===== src/rtl/timing_arb_pkg.sv =====
// ---------------------------------------------------------------------------
// timing_arb_pkg
// Shared definitions for the timing-buffer merge arbiter.
//   arb_state_e : arbiter state machine encoding
//   NEUTRAL     : all-ones channel value (sign bit set means "no token")
//   is_valid()  : a channel word carries a token when its sign bit is clear
// ---------------------------------------------------------------------------
package timing_arb_pkg;

    typedef enum logic [2:0] {
        IDLE,   // waiting for any probe
        ACQ,    // receiver enable raised, waiting for valid data
        LRTZ,   // data captured, waiting for the sender to return to neutral
        SEND,   // waiting for the consumer enable
        RTZ     // token presented, waiting for the consumer to release
    } arb_state_e;

    // Wide enough for any practical payload; users slice the low bits.
    localparam logic [63:0] NEUTRAL = '1;

    function automatic logic is_valid(input logic msb);
        return !msb;
    endfunction

endpackage


===== src/rtl/rr_priority_picker.sv =====
// ---------------------------------------------------------------------------
// rr_priority_picker
// Combinational round-robin search: returns the first set request at or
// above ptr, wrapping from NUM_IN-1 back to 0.
//   req   : request vector
//   ptr   : search start index
//   found : at least one request is set
//   grant : index of the selected request (0 when found is low)
// ---------------------------------------------------------------------------
module rr_priority_picker #(
    parameter int NUM_IN = 4
) (
    input  logic [NUM_IN-1:0]         req,
    input  logic [$clog2(NUM_IN)-1:0] ptr,
    output logic                      found,
    output logic [$clog2(NUM_IN)-1:0] grant
);

    localparam int IDX_W = $clog2(NUM_IN);

    logic [IDX_W-1:0] idx;

    always_comb begin
        // NOTE: every variable gets a default before any conditional write,
        // otherwise synthesis infers a latch to hold the missing cases.
        found = 1'b0;
        grant = '0;
        idx   = '0;
        for (int k = 0; k < NUM_IN; k++) begin
            idx = IDX_W'((int'(ptr) + k) % NUM_IN);
            if (!found && req[idx]) begin
                found = 1'b1;
                grant = idx;
            end
        end
    end

endmodule


===== src/rtl/timing_buffer_merge_arbiter.sv =====
// ---------------------------------------------------------------------------
// timing_buffer_merge_arbiter
// Round-robin merge of NUM_IN four-phase timing-buffer channels onto one
// four-phase output channel, one token per grant. All outputs registered.
//   clk      : clock
//   reset    : synchronous active-high reset
//   l_req    : per-channel probe, 1 = token pending
//   l_data   : flattened input channels, channel i at [i*(BIT_WIDTH+1) +: BIT_WIDTH+1]
//   l_enable : per-channel receiver enable, one-hot or zero
//   r_data   : merged output, all ones when neutral
//   r_enable : consumer enable
//   busy     : high whenever the arbiter is not idle
//   r_src    : granted channel while r_data is valid, else 0
//              (present only with TIMING_ARB_SRC_TAG_EN defined)
// ---------------------------------------------------------------------------
module timing_buffer_merge_arbiter
    import timing_arb_pkg::*;
#(
    parameter int NUM_IN    = 4,
    parameter int BIT_WIDTH = 8
) (
    input  logic                              clk,
    input  logic                              reset,
    input  logic [NUM_IN-1:0]                 l_req,
    input  logic [NUM_IN*(BIT_WIDTH+1)-1:0]   l_data,
    output logic [NUM_IN-1:0]                 l_enable,
    output logic signed [BIT_WIDTH:0]         r_data,
    input  logic                              r_enable,
    output logic                              busy
`ifdef TIMING_ARB_SRC_TAG_EN
    ,
    output logic [$clog2(NUM_IN)-1:0]         r_src
`endif
);

    localparam int IDX_W = $clog2(NUM_IN);
    localparam logic [BIT_WIDTH:0] NEUTRAL_W = NEUTRAL[BIT_WIDTH:0];

    arb_state_e         state, state_n;
    logic [IDX_W-1:0]   grant, grant_n;
    logic [IDX_W-1:0]   rr_ptr, rr_ptr_n;
    logic [BIT_WIDTH:0] x, x_n;
    logic [NUM_IN-1:0]  l_enable_n;
    logic [BIT_WIDTH:0] r_data_n;
    logic               pick_found;
    logic [IDX_W-1:0]   pick_idx;
    logic [BIT_WIDTH:0] l_data_ch [NUM_IN];
    logic [BIT_WIDTH:0] granted_data;
`ifdef TIMING_ARB_SRC_TAG_EN
    logic [IDX_W-1:0]   r_src_n;
`endif

    for (genvar i = 0; i < NUM_IN; i++) begin : g_unpack
        assign l_data_ch[i] = l_data[i*(BIT_WIDTH+1) +: BIT_WIDTH+1];
    end

    // Only the committed channel is ever looked at.
    assign granted_data = l_data_ch[grant];

    rr_priority_picker #(.NUM_IN(NUM_IN)) u_picker (
        .req   (l_req),
        .ptr   (rr_ptr),
        .found (pick_found),
        .grant (pick_idx)
    );

    always_comb begin
        state_n    = state;
        grant_n    = grant;
        rr_ptr_n   = rr_ptr;
        x_n        = x;
        l_enable_n = l_enable;
        r_data_n   = r_data;
`ifdef TIMING_ARB_SRC_TAG_EN
        r_src_n    = r_src;
`endif
        case (state)
            IDLE: if (pick_found) begin
                grant_n    = pick_idx;
                l_enable_n = NUM_IN'(1) << pick_idx;
                state_n    = ACQ;
            end
            ACQ: if (is_valid(granted_data[BIT_WIDTH])) begin
                x_n        = granted_data;
                l_enable_n = '0;
                state_n    = LRTZ;
            end
            LRTZ: if (!is_valid(granted_data[BIT_WIDTH])) begin
                state_n = SEND;
            end
            SEND: if (r_enable) begin
                r_data_n = x;
`ifdef TIMING_ARB_SRC_TAG_EN
                r_src_n  = grant;
`endif
                state_n  = RTZ;
            end
            RTZ: if (!r_enable) begin
                r_data_n = NEUTRAL_W;
`ifdef TIMING_ARB_SRC_TAG_EN
                r_src_n  = '0;
`endif
                rr_ptr_n = (grant == IDX_W'(NUM_IN-1)) ? '0 : grant + 1'b1;
                state_n  = IDLE;
            end
            default: state_n = IDLE;
        endcase
    end

    always_ff @(posedge clk) begin
        // NOTE: non-blocking assignments so every register samples the
        // pre-edge values; blocking here would create order-dependent races.
        if (reset) begin
            state    <= IDLE;
            grant    <= '0;
            rr_ptr   <= '0;
            // NOTE: the capture register is reset as well, so no X can ever
            // reach r_data even if a future change reads it earlier.
            x        <= NEUTRAL_W;
            l_enable <= '0;
            r_data   <= NEUTRAL_W;
            busy     <= 1'b0;
`ifdef TIMING_ARB_SRC_TAG_EN
            r_src    <= '0;
`endif
        end else begin
            state    <= state_n;
            grant    <= grant_n;
            rr_ptr   <= rr_ptr_n;
            x        <= x_n;
            l_enable <= l_enable_n;
            r_data   <= r_data_n;
            busy     <= (state_n != IDLE);
`ifdef TIMING_ARB_SRC_TAG_EN
            r_src    <= r_src_n;
`endif
        end
    end

endmodule


===== config.mk =====
export PLATFORM = sky130hd
export DESIGN_NAME = timing_buffer_merge_arbiter
export DESIGN_NICKNAME = d
export VERILOG_FILES = /design/src/rtl/timing_arb_pkg.sv /design/src/rtl/rr_priority_picker.sv /design/src/rtl/timing_buffer_merge_arbiter.sv
export SDC_FILE = /design/constraint.sdc
export NUM_CORES = 1
export LEC_CHECK = 0
export CAP_MARGIN = 20
export CORE_ASPECT_RATIO = 1.5
export CORE_MARGIN = 2
export CORE_UTILIZATION = 25
export CTS_CLUSTER_SIZE = 16
export DETAILED_ROUTE_END_ITERATION = 16
export PLACE_DENSITY_LB_ADDON = 0.08
export SLEW_MARGIN = 25
export SYNTH_ARGS = -nofsm -noshare
export SYNTH_HDL_FRONTEND = slang
export SYNTH_SLANG_ARGS = --single-unit

===== constraint.sdc =====
create_clock -name clk -period 1.8 [get_ports clk]
set_input_delay 0.36 -clock clk [delete_from_list [all_inputs] [get_ports clk]]
set_output_delay 0.36 -clock clk [all_outputs]
set_load 0.01 [all_outputs]

==> impl_metrics.env <==
export IMPL_cts_tree="yes"
export IMPL_fin_util=0.3980
export IMPL_place_gp_congestion=0.6698
export IMPL_p_leak_nw=0.8949
export IMPL_place_hpwl_um=3375
export IMPL_path_class="input pin to flop"
export IMPL_numCtsBuffers=5
export IMPL_synthTopCellsByArea="dfxtp_1 38%, mux4_2 13%, nand4b_1 5.0%"
export IMPL_die_area_mm2=0.006965
export IMPL_synth_area_mm2=0.001575
export IMPL_overflow=0
export IMPL_ys_top_cells_by_count="30 x dfxtp_1, 11 x nand2b_1, 10 x o21ai_0"
export IMPL_pwr_density_cell_mw_per_mm2=776.0
export IMPL_cp_required_ns=1.97
export IMPL_yosysTopAreaCellShare=0.3813
export IMPL_ys_ff_latch=30
export IMPL_synth_edf_count=0
export IMPL_grt_pass1_wl_um=7065
export IMPL_first_global_vias=1532
export IMPL_hold_class="flop to flop"
export IMPL_ir_worst_vdd_uv=271.5
export IMPL_critPathMaxFanout=4
export IMPL_max_freq_mhz=577.9
export IMPL_clock_latency_ns=0.27
export IMPL_synth_cells=155
export IMPL_clockBufferDepth=2
export IMPL_yosysUniqueCellTypes=41
export IMPL_min_path_cells=1
export IMPL_period_share=0.9613
export IMPL_worst_slew_pin_slew_ns=0.3993
export IMPL_period_minus_slack_ns=1.730
export IMPL_drv_cap=0
export IMPL_numPortBuffers=56
export IMPL_end_kind="flop"
export IMPL_antenna_left=0
export IMPL_grt_start_max_net_pins=23
export IMPL_drtPass1Iterations=4
export IMPL_r2r_end="x[7]"
export IMPL_holdWs_ns=0.4557
export IMPL_timing_final_ws_setup_ns=0.06967
export IMPL_hold_start="x[8]"
export IMPL_multi_input_area_um2=923.4
export IMPL_antenna_found_initial=0
export IMPL_yosys_warnings=0
export IMPL_setup_violations=0
export IMPL_synthArstFlopShare=0
export IMPL_die_h_um=101.2
export IMPL_drive_above_1_share=0.1930
export IMPL_num_vias=1463
export IMPL_final_hold_violation_count=0
export IMPL_regToRegStartpoint="grant[0]"
export IMPL_dpl_worst_slack_ns=-0.2679
export IMPL_cp_arrival_ns=1.90
export IMPL_hold_end="x[8]"
export IMPL_io_pins=57
export IMPL_synth_most_common_cell="dfxtp_1"
export IMPL_drc=0
export IMPL_rrSetupSlack_ns=0.10
export IMPL_fin_total_pwr_w=0.001893
export IMPL_seq_area_um2=600.6
export IMPL_avgViaCountPerCell=4.844
export IMPL_syn_avg_cell_area_um2=10.16
export IMPL_reg2reg_depth=4
export IMPL_dieWidth_um=68.81
export IMPL_slew_headroom=0.7317
export IMPL_syn_nets=199
export IMPL_start_util=0.2569
export IMPL_synth_largest_area_cell="dfxtp_1"
export IMPL_cts_htree_levels=2
export IMPL_nFillCells=629
export IMPL_coreArea_mm2=0.006131
export IMPL_ctsRootBufferMaster="clkbuf_8"
export IMPL_rows=35
export IMPL_cts_setup_buffers=0
export IMPL_synthFlopType="dfxtp_1"
export IMPL_maxSlewViolCount=0
export IMPL_holdBufCountCts=0
export IMPL_n_antenna_cell=0
export IMPL_synthToLayoutAreaGrowth_pct=54.88
export IMPL_finalNetCount=271
export IMPL_track_usage=0.1335
export IMPL_drt_iter0_drc=11
export IMPL_cts_sinks=30
export IMPL_clk_pin_slew_ns=0.06
export IMPL_fin_worst_skew_ns=0.004399
export IMPL_yosysSeqAreaShare=0.3813
export IMPL_wire_per_inst_um=13.74
export IMPL_status="finished clean"
export IMPL_start_kind="input pin"
export IMPL_finalWirelength_um=4150
-- per-layer routing --
metal  wire [µm]  vias to the layer above  global-route usage  share of wire
met5           0                        -                   0              0
met4          60                        0             0.04525          0.014
met3         160                        6             0.03222          0.039
met2        2208                       42              0.2330           0.53
met1        1720                      685              0.1558           0.41
li1            -                      730                   -              -
-- logic make-up after synthesis --
| group | share of synthesized area |
|---|---|
| AO/OA/AOI/OAI | 0.1517 |
| AND/OR/NAND/NOR | 0.2693 |
| adder cells (fa/ha/maj) | 0.007942 |
| buffers and inverters | 0.03654 |
| flip-flops | 0.3813 |
| multiplexers | 0.1477 |
| XOR/XNOR | 0.005561 |
-- cell type report --
| type | instances | share of cell area |
|---|---|---|
| Multi-Input combinational cell | 113 | 0.3785 |
| Timing Repair Buffer | 75 | 0.2892 |
| Sequential cell | 30 | 0.2462 |
| Clock buffer | 8 | 0.04513 |
| Tap cell | 74 | 0.03795 |
| Inverter | 2 | 0.003077 |
-- worst max-delay path: stages --
cell and delay, ns:
clkdlybuf4s50_1 0.39, mux4_2 0.52, nor2_2 0.17, nand2_1 0.14
a211o_1 0.32
-- cells in the final DEF (no fill, tap or decap), drive strengths merged, types with 2 or more instances in the layout --
| cell | count |
|---|---|
| nand2b | 11 |
| mux4 | 9 |
| dfxtp | 30 |
| nor4b | 3 |
| buf | 19 |
| clkbuf | 8 |
| inv | 2 |
| nand3b | 3 |
| nor2 | 8 |
| nand3 | 2 |
| nor2b | 4 |
| or3 | 2 |
| a21o | 2 |
| a211o | 8 |
| clkdlybuf4s50 | 55 |
| nand4b | 9 |
| nor3b | 4 |
| a31o | 3 |
| mux2i | 3 |
| and2 | 8 |
| o22ai | 3 |
| o21ai | 10 |
| nand2 | 6 |
| a21oi | 3 |
| nor3 | 3 |
-- registers in the layout, indices dropped and copies added, names as in the netlist --
signal,count
x,9
l_enable,4
grant,2
state,3
busy,1
rr_ptr,2
r_data,9
-- repair_timing --
| action | CTS | global route |
|---|---|---|
| endpoints found under the setup margin | 0 | 10 |
| endpoints found under the hold margin | 0 | 0 |
| gates resized for setup | 0 | 2 |
-- worst max path at each step --
stage                     from    to  cells after the start
global route        l_data[26]  x[7]                      5
finish              l_data[26]  x[7]                      5
detailed placement  l_data[35]  x[2]                      5
CTS                 l_data[35]  x[2]                      5
global placement    l_data[35]  x[4]                      5
floorplan             grant[0]  x[0]                      4
-- power by group --
part / total (W) / switching [W] / internal [W]
registers: 0.000758 / 0.0000381 / 0.000720
clock network: 0.000634 / 0.000248 / 0.000386
logic: 0.000501 / 0.000203 / 0.000298
total: 0.00189 / 0.000489 / 0.00140
-- through the flow --
stage	area, µm²	instances	TNS, ns
after floorplan	1575	155	0
after global placement	2321	293	-2.412
after detailed placement	2321	293	-2.952
after CTS	2431	301	0
after global routing	2440	302	-0.002675
final	2440	302	0
Note: power is estimated with default switching activity, not from simulation.
